File: config.mk
export PLATFORM = sky130hd
export DESIGN_NAME = alu_ex_stage
export DESIGN_NICKNAME = d
export VERILOG_FILES = /design/src/rtl/alu_ex_stage.sv
export SDC_FILE = /design/constraint.sdc
export NUM_CORES = 1
export LEC_CHECK = 0
export ABC_AREA = 1
export CELL_PAD_IN_SITES_DETAIL_PLACEMENT = 1
export CELL_PAD_IN_SITES_GLOBAL_PLACEMENT = 1
export CORE_UTILIZATION = 35
export DETAILED_ROUTE_END_ITERATION = 10
export PLACE_DENSITY_LB_ADDON = 0.25
export SLEW_MARGIN = 20
export SYNTH_ARGS = -nofsm -noshare
export SYNTH_HDL_FRONTEND = slang
export SYNTH_SLANG_ARGS = --single-unit
File: constraint.sdc
create_clock -name clk -period 0.9 [get_ports clk]
set_clock_uncertainty 0.2 [all_clocks]
set_input_delay 0.27 -clock clk [delete_from_list [all_inputs] [get_ports clk]]
set_output_delay 0.27 -clock clk [all_outputs]
set_load 0.02 [all_outputs]
File: src/rtl/alu_ex_stage.sv
// alu_ex_stage: execute-stage ALU feeding the EX/MEM pipeline register.
// Computes the result combinationally from the operation code and the two
// operands. It then captures the result, flags and destination control on
// the rising clock edge. A flush inserts a bubble, a stall holds the
// register, and a flush takes priority over a stall.
module alu_ex_stage #(
  parameter int WIDTH = 32
) (
  input  logic             clk,
  input  logic             rst_n,
  input  logic [2:0]       operation,
  input  logic [WIDTH-1:0] opA,
  input  logic [WIDTH-1:0] opB,
  input  logic             inValid,
  input  logic             regWriteIn,
  input  logic [4:0]       destRegIn,
  input  logic             stall,
  input  logic             flush,
  output logic [WIDTH-1:0] result,
  output logic             zero,
  output logic             overflow,
  output logic             illegalOp,
  output logic             outValid,
  output logic             regWriteOut,
  output logic [4:0]       destRegOut
);

  localparam logic [2:0] OP_NOTHING = 3'b000;
  localparam logic [2:0] OP_ADD     = 3'b001;
  localparam logic [2:0] OP_SUB     = 3'b010;
  localparam logic [2:0] OP_AND     = 3'b011;
  localparam logic [2:0] OP_OR      = 3'b100;
  localparam logic [2:0] OP_SLT     = 3'b101;

  // The pipeline register either holds a real instruction or a bubble.
  typedef enum logic {
    ST_BUBBLE = 1'b0,
    ST_VALID  = 1'b1
  } state_t;

  state_t           r_state;
  state_t           w_next_state;

  logic [WIDTH-1:0] w_sum;
  logic [WIDTH-1:0] w_diff;
  logic             w_slt;
  logic [WIDTH-1:0] w_result;
  logic             w_overflow;
  logic             w_illegal;
  logic             w_zero;

  logic [WIDTH-1:0] r_result;
  logic             r_zero;
  logic             r_overflow;
  logic             r_illegal;
  logic             r_reg_write;
  logic [4:0]       r_dest_reg;

  assign w_sum  = opA + opB;
  assign w_diff = opA - opB;
  // A direct signed compare does not depend on the sign of A-B.
  // A-B can overflow, so its sign alone would give the wrong answer.
  assign w_slt  = ($signed(opA) < $signed(opB));

  // ALU datapath: select the result and derive the overflow and illegal flags.
  always_comb begin
    // NOTE: every output of this block gets a default first.
    // Then no path through the case statement can leave it unassigned,
    // so no latch is inferred.
    w_result   = '0;
    w_overflow = 1'b0;
    w_illegal  = 1'b0;
    case (operation)
      OP_NOTHING: w_result = '0;
      OP_ADD: begin
        w_result   = w_sum;
        w_overflow = (opA[WIDTH-1] == opB[WIDTH-1]) &&
                     (w_sum[WIDTH-1] != opA[WIDTH-1]);
      end
      OP_SUB: begin
        w_result   = w_diff;
        w_overflow = (opA[WIDTH-1] != opB[WIDTH-1]) &&
                     (w_diff[WIDTH-1] != opA[WIDTH-1]);
      end
      OP_AND:  w_result = opA & opB;
      OP_OR:   w_result = opA | opB;
      OP_SLT:  w_result = {{(WIDTH-1){1'b0}}, w_slt};
      default: w_illegal = 1'b1;
    endcase
  end

  assign w_zero = (w_result == '0);

  // State register: VALID/BUBBLE view of the pipeline register.
  always_ff @(posedge clk or negedge rst_n) begin
    // NOTE: sequential state uses non-blocking assignments.
    // All registers then update together from pre-edge values.
    if (!rst_n) r_state <= ST_BUBBLE;
    else        r_state <= w_next_state;
  end

  // Next state: a flush always forces a bubble.
  // A stall holds the state; otherwise the register loads inValid.
  always_comb begin
    w_next_state = r_state;
    if (flush)       w_next_state = ST_BUBBLE;
    else if (!stall) w_next_state = inValid ? ST_VALID : ST_BUBBLE;
  end

  // Data and control fields of the EX/MEM register.
  // The priority is reset, then flush, then stall, then load.
  always_ff @(posedge clk or negedge rst_n) begin
    if (!rst_n) begin
      r_result    <= '0;
      r_zero      <= 1'b1;
      r_overflow  <= 1'b0;
      r_illegal   <= 1'b0;
      r_reg_write <= 1'b0;
      r_dest_reg  <= '0;
    end else if (flush) begin
      // result, zero and destination keep their values in a flushed slot.
      r_overflow  <= 1'b0;
      r_illegal   <= 1'b0;
      r_reg_write <= 1'b0;
    end else if (!stall) begin
      // Bubble data fields are still captured.
      // Consumers qualify every field with outValid.
      r_result    <= w_result;
      r_zero      <= w_zero;
      r_overflow  <= w_overflow;
      r_illegal   <= w_illegal & inValid;
      r_reg_write <= regWriteIn & inValid;
      r_dest_reg  <= destRegIn;
    end
  end

  assign result      = r_result;
  assign zero        = r_zero;
  assign overflow    = r_overflow;
  assign illegalOp   = r_illegal;
  assign outValid    = (r_state == ST_VALID);
  assign regWriteOut = r_reg_write;
  assign destRegOut  = r_dest_reg;

endmodule

==> metrics.csv, run 1 <==
stage;metric;value;unit
outcome;status;stopped before the end;
outcome;haltStage;global routing (5_1_grt);
outcome;error_message;[ERROR GRT-0232] Routing congestion too high. Check the congestion heatmap in the GUI.;
timing;worstEpCategory;register data pin;
placement;gp_routability_congestion;0.9483;
synth;ys_dominant_reg_cell;dfrtp_1;
synth;netlist_area;8373;um2
floorplanning;ios;120;
cts;clock_path_buffers;2;
synth;synth_common_cells;nand2_1 (485), inv_1 (264), nand3_1 (149);
synth;synthArstFlopShare;1.000;
synth;yosys.area_share.simple;0.4555;
placement;pre_cts_slack;-2.435;ns
cts;cts_buffers;5;
synth;synth_xor_area_frac;0.003138;
global_routing;grt_remaining_overflow;1264;
synth;synth_most_common_cell;nand2_1;
floorplanning;die_w;156.7;um
floorplanning;std_cell_rows;56;
placement;hpwl;34.97;mm
cts;ctsHtreeMaxLevel;2;
synth;seq_area_frac_synth;0.1257;
synth;synth.mux.area_fraction;0;
placement;portBuffers;119;
synth;syn_inst;1488;
synth;synthTopCellsByArea;nand2_1 (22%), ha_1 (16%), dfrtp_1 (12%);
synth;ys_warn_count;0;
synth;synth-adder-area-share;0.1602;
cts;root_buffer;clkbuf_16;
synth;syn-num-nets;1672;
global_routing;grt_usage;0.9317;
global_routing;grt_max_degree;22;
synth;synth_top_family_by_area;simple AND/OR/NAND/NOR gates;
synth;ys_seq_elements;42;
synth;synth.distinct_cells;43;
cts;cts.sinks;42;
synth;synth_edf_count;0;
synth;synth_compound_area_frac;0.09519;
floorplanning;die_h;156.7;um
floorplanning;initial_core_util;0.3567;
synth;synth.top_cell.area_share;0.2174;
synth;synth_area_per_cell;5.627;um2
synth;synth_area_leader_cell;nand2_1;
timing;grt_worst_setup_endpoint;zero$_DFFE_PN1P_/D;
kinds of logic after synthesis:
family          Yosys count
compound gates          130
xor+xnor                  3
fa+ha+maj               106
buf+inv                 338
flops                    42
simple gates            869
through the flow:
stage | std cells | util | hold slack (ns) | TNS [ns] | instance area, um2
after global placement | 2204 | 0.5562 | -0.08230 | -93.85 | 13060
after CTS | 2311 | 0.6700 | 0.2581 | -84.55 | 15730
after detailed placement | 2204 | 0.5562 | -0.07748 | -97.85 | 13060
after floorplan | 1488 | - | -0.2256 | -33.00 | 9309
repair_timing:
item	in CTS
pin swaps	253
resized for setup	790
buffers inserted	100
endpoints found under the hold margin	42
hold buffers	1
endpoints found under the setup margin	84
metal layers:
| metal | GRT usage | overflow |
|---|---|---|
| met1 | 0.8509 | 14 |
| met2 | 1.162 | 863 |
| met5 | 0.4410 | 2 |
| met4 | 1.092 | 361 |
| met3 | 0.7358 | 24 |
==> inputs of run 2 (changes only) <==
CELL_PAD_IN_SITES_DETAIL_PLACEMENT = unset   (was 1)
CELL_PAD_IN_SITES_GLOBAL_PLACEMENT = unset   (was 1)
CORE_UTILIZATION = 25   (was 35)
PLACE_DENSITY_LB_ADDON = 0.15   (was 0.25)
clock period = 1.2 ns   (was 0.9 ns; I/O delays follow)
==> metrics.csv, run 2 <==
stage;metric;value;unit
cells_and_area;layout-drive-gt1-share;0.6190;
power_and_ir_drop;p_per_area;683.2;nW/um2
floorplanning;fp.coreArea;32780;um2
worst_hold_path;hold_class;primary input to flop;
cts;cts_tree;done;
cts;path_clk_slew;0.06;ns
cts;cts_buffers;5;
timing;setup_viol;83;
timing;final-hold-violation-count;0;
power_and_ir_drop;p_switching;5.141;mW
critical_path;crit_type;primary input to flop;
cts;ctsHtreeMaxLevel;2;
placement;pre_cts_slack;-2.117;ns
drt;routed_wl;38.50;mm
drt;routedWlPerCell;15.80;um
critical_path;rrSetupSlack;0.14;ns
timing;relSlewSlack;0.7373;
power_and_ir_drop;internal_power;6.528;mW
timing;final.period_utilization;2.087;
drt;vias_per_cell;4.559;
timing;worst_slew_pin_slew;0.3914;ns
timing;max_freq;0.3994;GHz
drt;drc;0;
global_routing;grt_pass1_wl;57.54;mm
synth;netlist_area;8373;um2
cells_and_area;fin_util;0.5210;
cells_and_area;largest_register_ff_count;32;
synth;syn-num-nets;1672;
cells_and_area;final_nets;2178;
power_and_ir_drop;ir_worst_vdd;0.8532;mV
placement;portBuffers;119;
run;cap_viol_max_count;0;
timing;finalCriticalPeriod;2.504;ns
drt;antenna_left;0;
placement;dp.cells;2300;
critical_path;reg2reg_depth;4;
critical_path;slowest_delay;0.40;ns
cells_and_area;num_antenna_cells;0;
synth;ys_seq_elements;42;
synth;synth_edf_count;0;
critical_path;cp_slowest_cell;fa_2;
timing;timing.final.ws_setup;-1.304;ns
cts;root_buffer;clkbuf_16;
cells_and_area;layout_common_cells;buf_4 (312), nand2_1 (287), buf_6 (161);
cells_and_area;mostFrequentLayoutCell;buf_4;
floorplanning;std_cell_rows;66;
outcome;violations;negative setup slack;
cells_and_area;layout-area-overhead-vs-synth;104.0;%
drt;firstDrtPassIters;5;
global_routing;grt_max_degree;43;
synth;synth_common_cells;nand2_1 (485), inv_1 (264), nand3_1 (149);
cells_and_area;final_cells;2437;
floorplanning;ios;120;
cts;cts.sinks;42;
critical_path;path_cells;buf_12 > ha_4 > fa_2 > buf_6 > xor2_2 > a21oi_2 > nand2_1 > nor2_1 > nand3_1 > nor2_1 > nand2_1 > nor2_2 > nand2_1 > nor2_2 > nand2_2 > nor2_2 > nand3_1 > nand2_1;
cts;clock_path_buffers;2;
power_and_ir_drop;p_seq_frac;0.149;
critical_path;startpoint;opA[0];
floorplanning;dieArea;34230;um2
drt;via_count;11110;
power_and_ir_drop;combPwrFrac;0.719;
placement;dpl-instance-area;13000;um2
cells_and_area;multi_input_area;9025;um2
synth;seq_area_frac_synth;0.1257;
floorplanning;die_h;185.0;um
synth;syn_inst;1488;
timing;grt_setup_unrepaired;true;
global_routing;grt_remaining_overflow;0;
synth;synth.top_cell.area_share;0.2174;
power_and_ir_drop;leakagePower;8.697;nW
floorplanning;initial_core_util;0.2554;
floorplanning;die_w;185.0;um
power_and_ir_drop;swShare;0.4405;
cells_and_area;ff_latch_area;1052;um2
critical_path;crit_buf_inv;2;
critical_path;crit_path_end_kind;flop;
synth;synthTopCellsByArea;nand2_1 (22%), ha_1 (16%), dfrtp_1 (12%);
placement;gp_routability_congestion;0.9304;
global_routing;grt_usage;0.2174;
critical_path;worstSetupStartpointType;primary input;
drt;drtIter0Drc;513;
power_and_ir_drop;p_clk_frac;0.132;
placement;hpwl;30.92;mm
critical_path;reg2reg_to;result[16];
critical_path;cpMostUsedCell;nand2_1;
global_routing;antenna_found_initial;2;
cells_and_area;fillers;3262;
synth;synth.distinct_cells;43;
critical_path;worst-path-stages;18;
synth;synth_area_per_cell;5.627;um2
synth;ys_warn_count;0;
outcome;status;finished with violations;
synth;synth_area_leader_cell;nand2_1;
critical_path;r2r_start;result[16];
global_routing;grt_pass1_vias;10811;
critical_path;crit_fanout;4;
critical_path;worstSetupEndpoint;zero;
synth;synthArstFlopShare;1.000;
critical_path;required;1.23;ns
critical_path;arrival;2.54;ns
synth;ys_dominant_reg_cell;dfrtp_1;
critical_path;crit_family;simple AND/OR/NAND/NOR gates;
timing;finalMaxSlewViolations;0;
cts;clk_latency;0.28;ns
synth;synth_most_common_cell;nand2_1;
cells_and_area;design_area;17080;um2
run 2: worst min path at each step:
stage	to	depth (start not counted)	slack, ns	from
final	regWriteOut	4	0.23	flush
after global routing	regWriteOut	4	0.27	flush
after CTS	destRegOut[0]	2	0.27	destRegOut[0]
after detailed placement	result[6]	2	0.15	rst_n
after global placement	result[6]	2	0.15	rst_n
after floorplan	destRegOut[0]	0	-0.14	rst_n
run 2: area by class of cell:
| class | instances | area share |
|---|---|---|
| Multi-Input combinational cell | 1108 | 0.5284 |
| Timing Repair Buffer | 538 | 0.2899 |
| Clock buffer | 6 | 0.007546 |
| Tap cell | 442 | 0.03238 |
| Inverter | 299 | 0.07795 |
| Sequential cell | 42 | 0.06161 |
| Clock inverter | 2 | 0.002198 |
run 2: layer usage:
layer / global-route usage / wire length [um]
met4: 0.05455 / 697
met3: 0.01770 / 1570
met1: 0.3057 / 18230
met5: 0 / 0
met2: 0.3555 / 18010
run 2: stage by stage:
stage | power [mW] | TNS (ns) | hold WS [ns]
after floorplan | 4.906 | -24.47 | -0.1356
after global placement | 7.676 | -76.72 | 0.1520
after detailed placement | 7.693 | -77.43 | 0.1523
after CTS | 10.41 | -53.62 | 0.2725
after global routing | 12.35 | -43.43 | 0.2661
final | 11.67 | -39.30 | 0.2280
run 2: timing repair:
action                                 4_1_cts  5_1_grt
setup buffers                               82       82
endpoints found under the hold margin       41        0
resized for setup                          774      560
hold buffers                                 1        0
gates cloned                                 0        2
pin swaps                                  247      259
setup endpoints to repair                   84       84
run 2: tightest hold or removal path, cell delays in order:
cell      delay [ns]
clkbuf_2        0.11
inv_1           0.08
nand3_1         0.07
nand2_1         0.05
run 2: cell families after synthesis:
| kind of cell | after synthesis | share of synthesized area |
|---|---|---|
| AND/OR/NAND/NOR | 869 | 0.4555 |
| flip-flops | 42 | 0.1257 |
| buffers and inverters | 338 | 0.1603 |
| AO/OA/AOI/OAI | 130 | 0.09519 |
| XOR/XNOR | 3 | 0.003139 |
| adder cells (fa/ha/maj) | 106 | 0.1602 |
run 2: power by group through the flow:
stage | combinational, mW | sequential (mW) | clock (mW)
finish | 8.39 | 1.74 | 1.54
detailed placement | 5.97 | 1.72 | 0
global route | 8.99 | 1.75 | 1.61
CTS | 7.13 | 1.70 | 1.58
global placement | 5.95 | 1.72 | 0
floorplan | 2.96 | 1.95 | 0
Note: power is estimated with default switching activity, not from simulation.
==> inputs of run 3 (changes only) <==
CORE_MARGIN = 2   (was unset)
PLACE_DENSITY = 0.51   (was unset)
PLACE_DENSITY_LB_ADDON = unset   (was 0.15)
TNS_END_PERCENT = 1   (was unset)
==> metrics.csv, run 3 (same netlist as run 2, synthesis figures left out) <==
stage;metric;value;unit
timing;finalSetupTns;-43.70;ns
cells_and_area;design_area;14850;um2
floorplanning;ios;120;
timing;final.period_utilization;2.066;
cts;cts.sinks;42;
critical_path;required;1.23;ns
placement;dp.cells;2354;
power_and_ir_drop;leakagePower;7.871;nW
floorplanning;fp.coreArea;33280;um2
timing;final-hold-violation-count;0;
power_and_ir_drop;ir_worst_vdd;0.6153;mV
placement;hpwl;31.47;mm
floorplanning;die_w;187.0;um
global_routing;grt_usage;0.2156;
drt;vias_per_cell;4.494;
drt;routed_wl;37.60;mm
timing;relSlewSlack;0.7275;
placement;dpl-instance-area;12560;um2
timing;worst_slew_pin_slew;0.4087;ns
drt;drc;0;
critical_path;crit_path_end_kind;flop;
timing;timing.final.ws_setup;-1.279;ns
timing;finalCriticalPeriod;2.479;ns
timing;finalMaxSlewViolations;0;
cells_and_area;final_cells;2429;
outcome;status;finished with violations;
global_routing;grt_max_degree;26;
placement;gp_routability_congestion;0.9584;
cells_and_area;largest_register_ff_count;32;
critical_path;crit_fanout;3;
drt;routedWlPerCell;15.48;um
global_routing;antenna_found_initial;0;
cells_and_area;final_nets;2164;
global_routing;grt_pass1_wl;59.74;mm
cells_and_area;layout_common_cells;nand2_1 (377), buf_4 (375), inv_1 (182);
timing;max_freq;0.4034;GHz
cts;clock_path_buffers;2;
floorplanning;initial_core_util;0.2516;
global_routing;grt_remaining_overflow;0;
critical_path;arrival;2.51;ns
timing;setup_viol;81;
placement;portBuffers;119;
power_and_ir_drop;p_per_area;689.5;nW/um2
floorplanning;die_h;187.0;um
cts;cts_buffers;5;
outcome;violations;negative setup slack;
cells_and_area;num_antenna_cells;0;
global_routing;grt_pass1_vias;11034;
run;cap_viol_max_count;0;
drt;via_count;10916;
cells_and_area;layout-area-overhead-vs-synth;77.33;%
drt;firstDrtPassIters;5;
worst_hold_path;hold_class;primary input to async pin;
cells_and_area;layout-drive-gt1-share;0.4846;
cts;root_buffer;clkbuf_16;
cells_and_area;mostFrequentLayoutCell;nand2_1;
cts;path_clk_slew;0.06;ns
critical_path;crit_type;primary input to flop;
timing;grt_setup_unrepaired;true;
drt;antenna_left;0;
drt;drtIter0Drc;576;
floorplanning;std_cell_rows;67;
floorplanning;dieArea;34970;um2
critical_path;worstSetupStartpointType;primary input;
cts;clk_latency;0.29;ns
cts;ctsHtreeMaxLevel;2;
cts;cts_tree;done;
==> run 3: changes by cell type in the layout (fill, tap and decap cells not counted), sizes merged <==
cell and delta:
clkinvlp -1, dlymetal6s2s +1, clkinv +2, inv -2, buf -50, dlygate4sd2 +32
clkbuf -8, clkdlybuf4s15 +12
==> run 3: worst max-delay path, stage by stage <==
cell and delay [ns]:
buf_8 0.10, ha_4 0.16, fa_2 0.39, nand2_4 0.09, nand2_4 0.06, nand3b_1 0.13
nand3_1 0.11, nand3_1 0.10, nand3b_1 0.19, nor2_1 0.15, nand2_1 0.07, nor2_1 0.10
nand2_1 0.07, nor2_2 0.11, nand2_2 0.07, nor2_2 0.10, nand3_1 0.08, nand2_1 0.06
==> run 3: what timing repair did <==
item / 4_1_cts / 5_1_grt
setup endpoints to repair: 84 / 84
hold buffers: 1 / 0
buffers inserted: 58 / 8
hold endpoints to repair: 41 / 0
pin swaps: 173 / 57
resized for setup: 732 / 134
cloned: 0 / 0
==> run 3: per-stage QoR <==
| stage | total power [mW] | setup WS [ns] | utilization | hold slack, ns |
|---|---|---|---|---|
| floorplan | 4.437 | -1.092 | - | -0.1356 |
| global placement | 7.378 | -2.311 | 0.3775 | 0.01839 |
| detailed placement | 7.398 | -2.270 | 0.3775 | 0.02232 |
| CTS | 9.920 | -1.301 | 0.4346 | 0.2541 |
| global route | 10.96 | -1.473 | 0.4461 | 0.2720 |
| finish | 10.24 | -1.279 | 0.4461 | 0.2633 |
==> run 3: cell type report <==
type                    count  area (um2)
fillers                  3572       18430
multi-input cells        1108        7695
repair buffers            524        4232
inverters                 299        1146
flip-flops and latches     42        1052
well taps                 448       560.5
clock buffers               7       132.6
clock inverters             1       30.03
==> run 3: final timing paths <==
check / startpoint / cells after the start / slack, ns / end
min: rst_n / 2 / 0.26 / result[12]
min reg2reg: destRegOut[3] / 2 / 0.27 / destRegOut[3]
max in group asynchronous: rst_n / 3 / 0.10 / zero
min in group clk: destRegOut[3] / 2 / 0.27 / destRegOut[3]
max: opA[0] / 18 / -1.28 / zero
max reg2reg: result[15] / 3 / 0.22 / result[15]
==> run 3: power breakdown <==
| part | switching [mW] | internal [mW] |
|---|---|---|
| Clock | 0.530 | 0.983 |
| Combinational | 3.83 | 3.18 |
| Sequential | 0.119 | 1.60 |
==> run 3: per-layer routing <==
metal | vias up | part of all wire | global-route usage | wire [um]
met3 | 35 | 0.052 | 0.02308 | 1954
li1 | 5563 | - | - | -
met4 | 0 | 0.017 | 0.04579 | 650
met5 | - | 0 | 0 | 0
met2 | 259 | 0.44 | 0.3470 | 16490
met1 | 5059 | 0.49 | 0.3095 | 18510
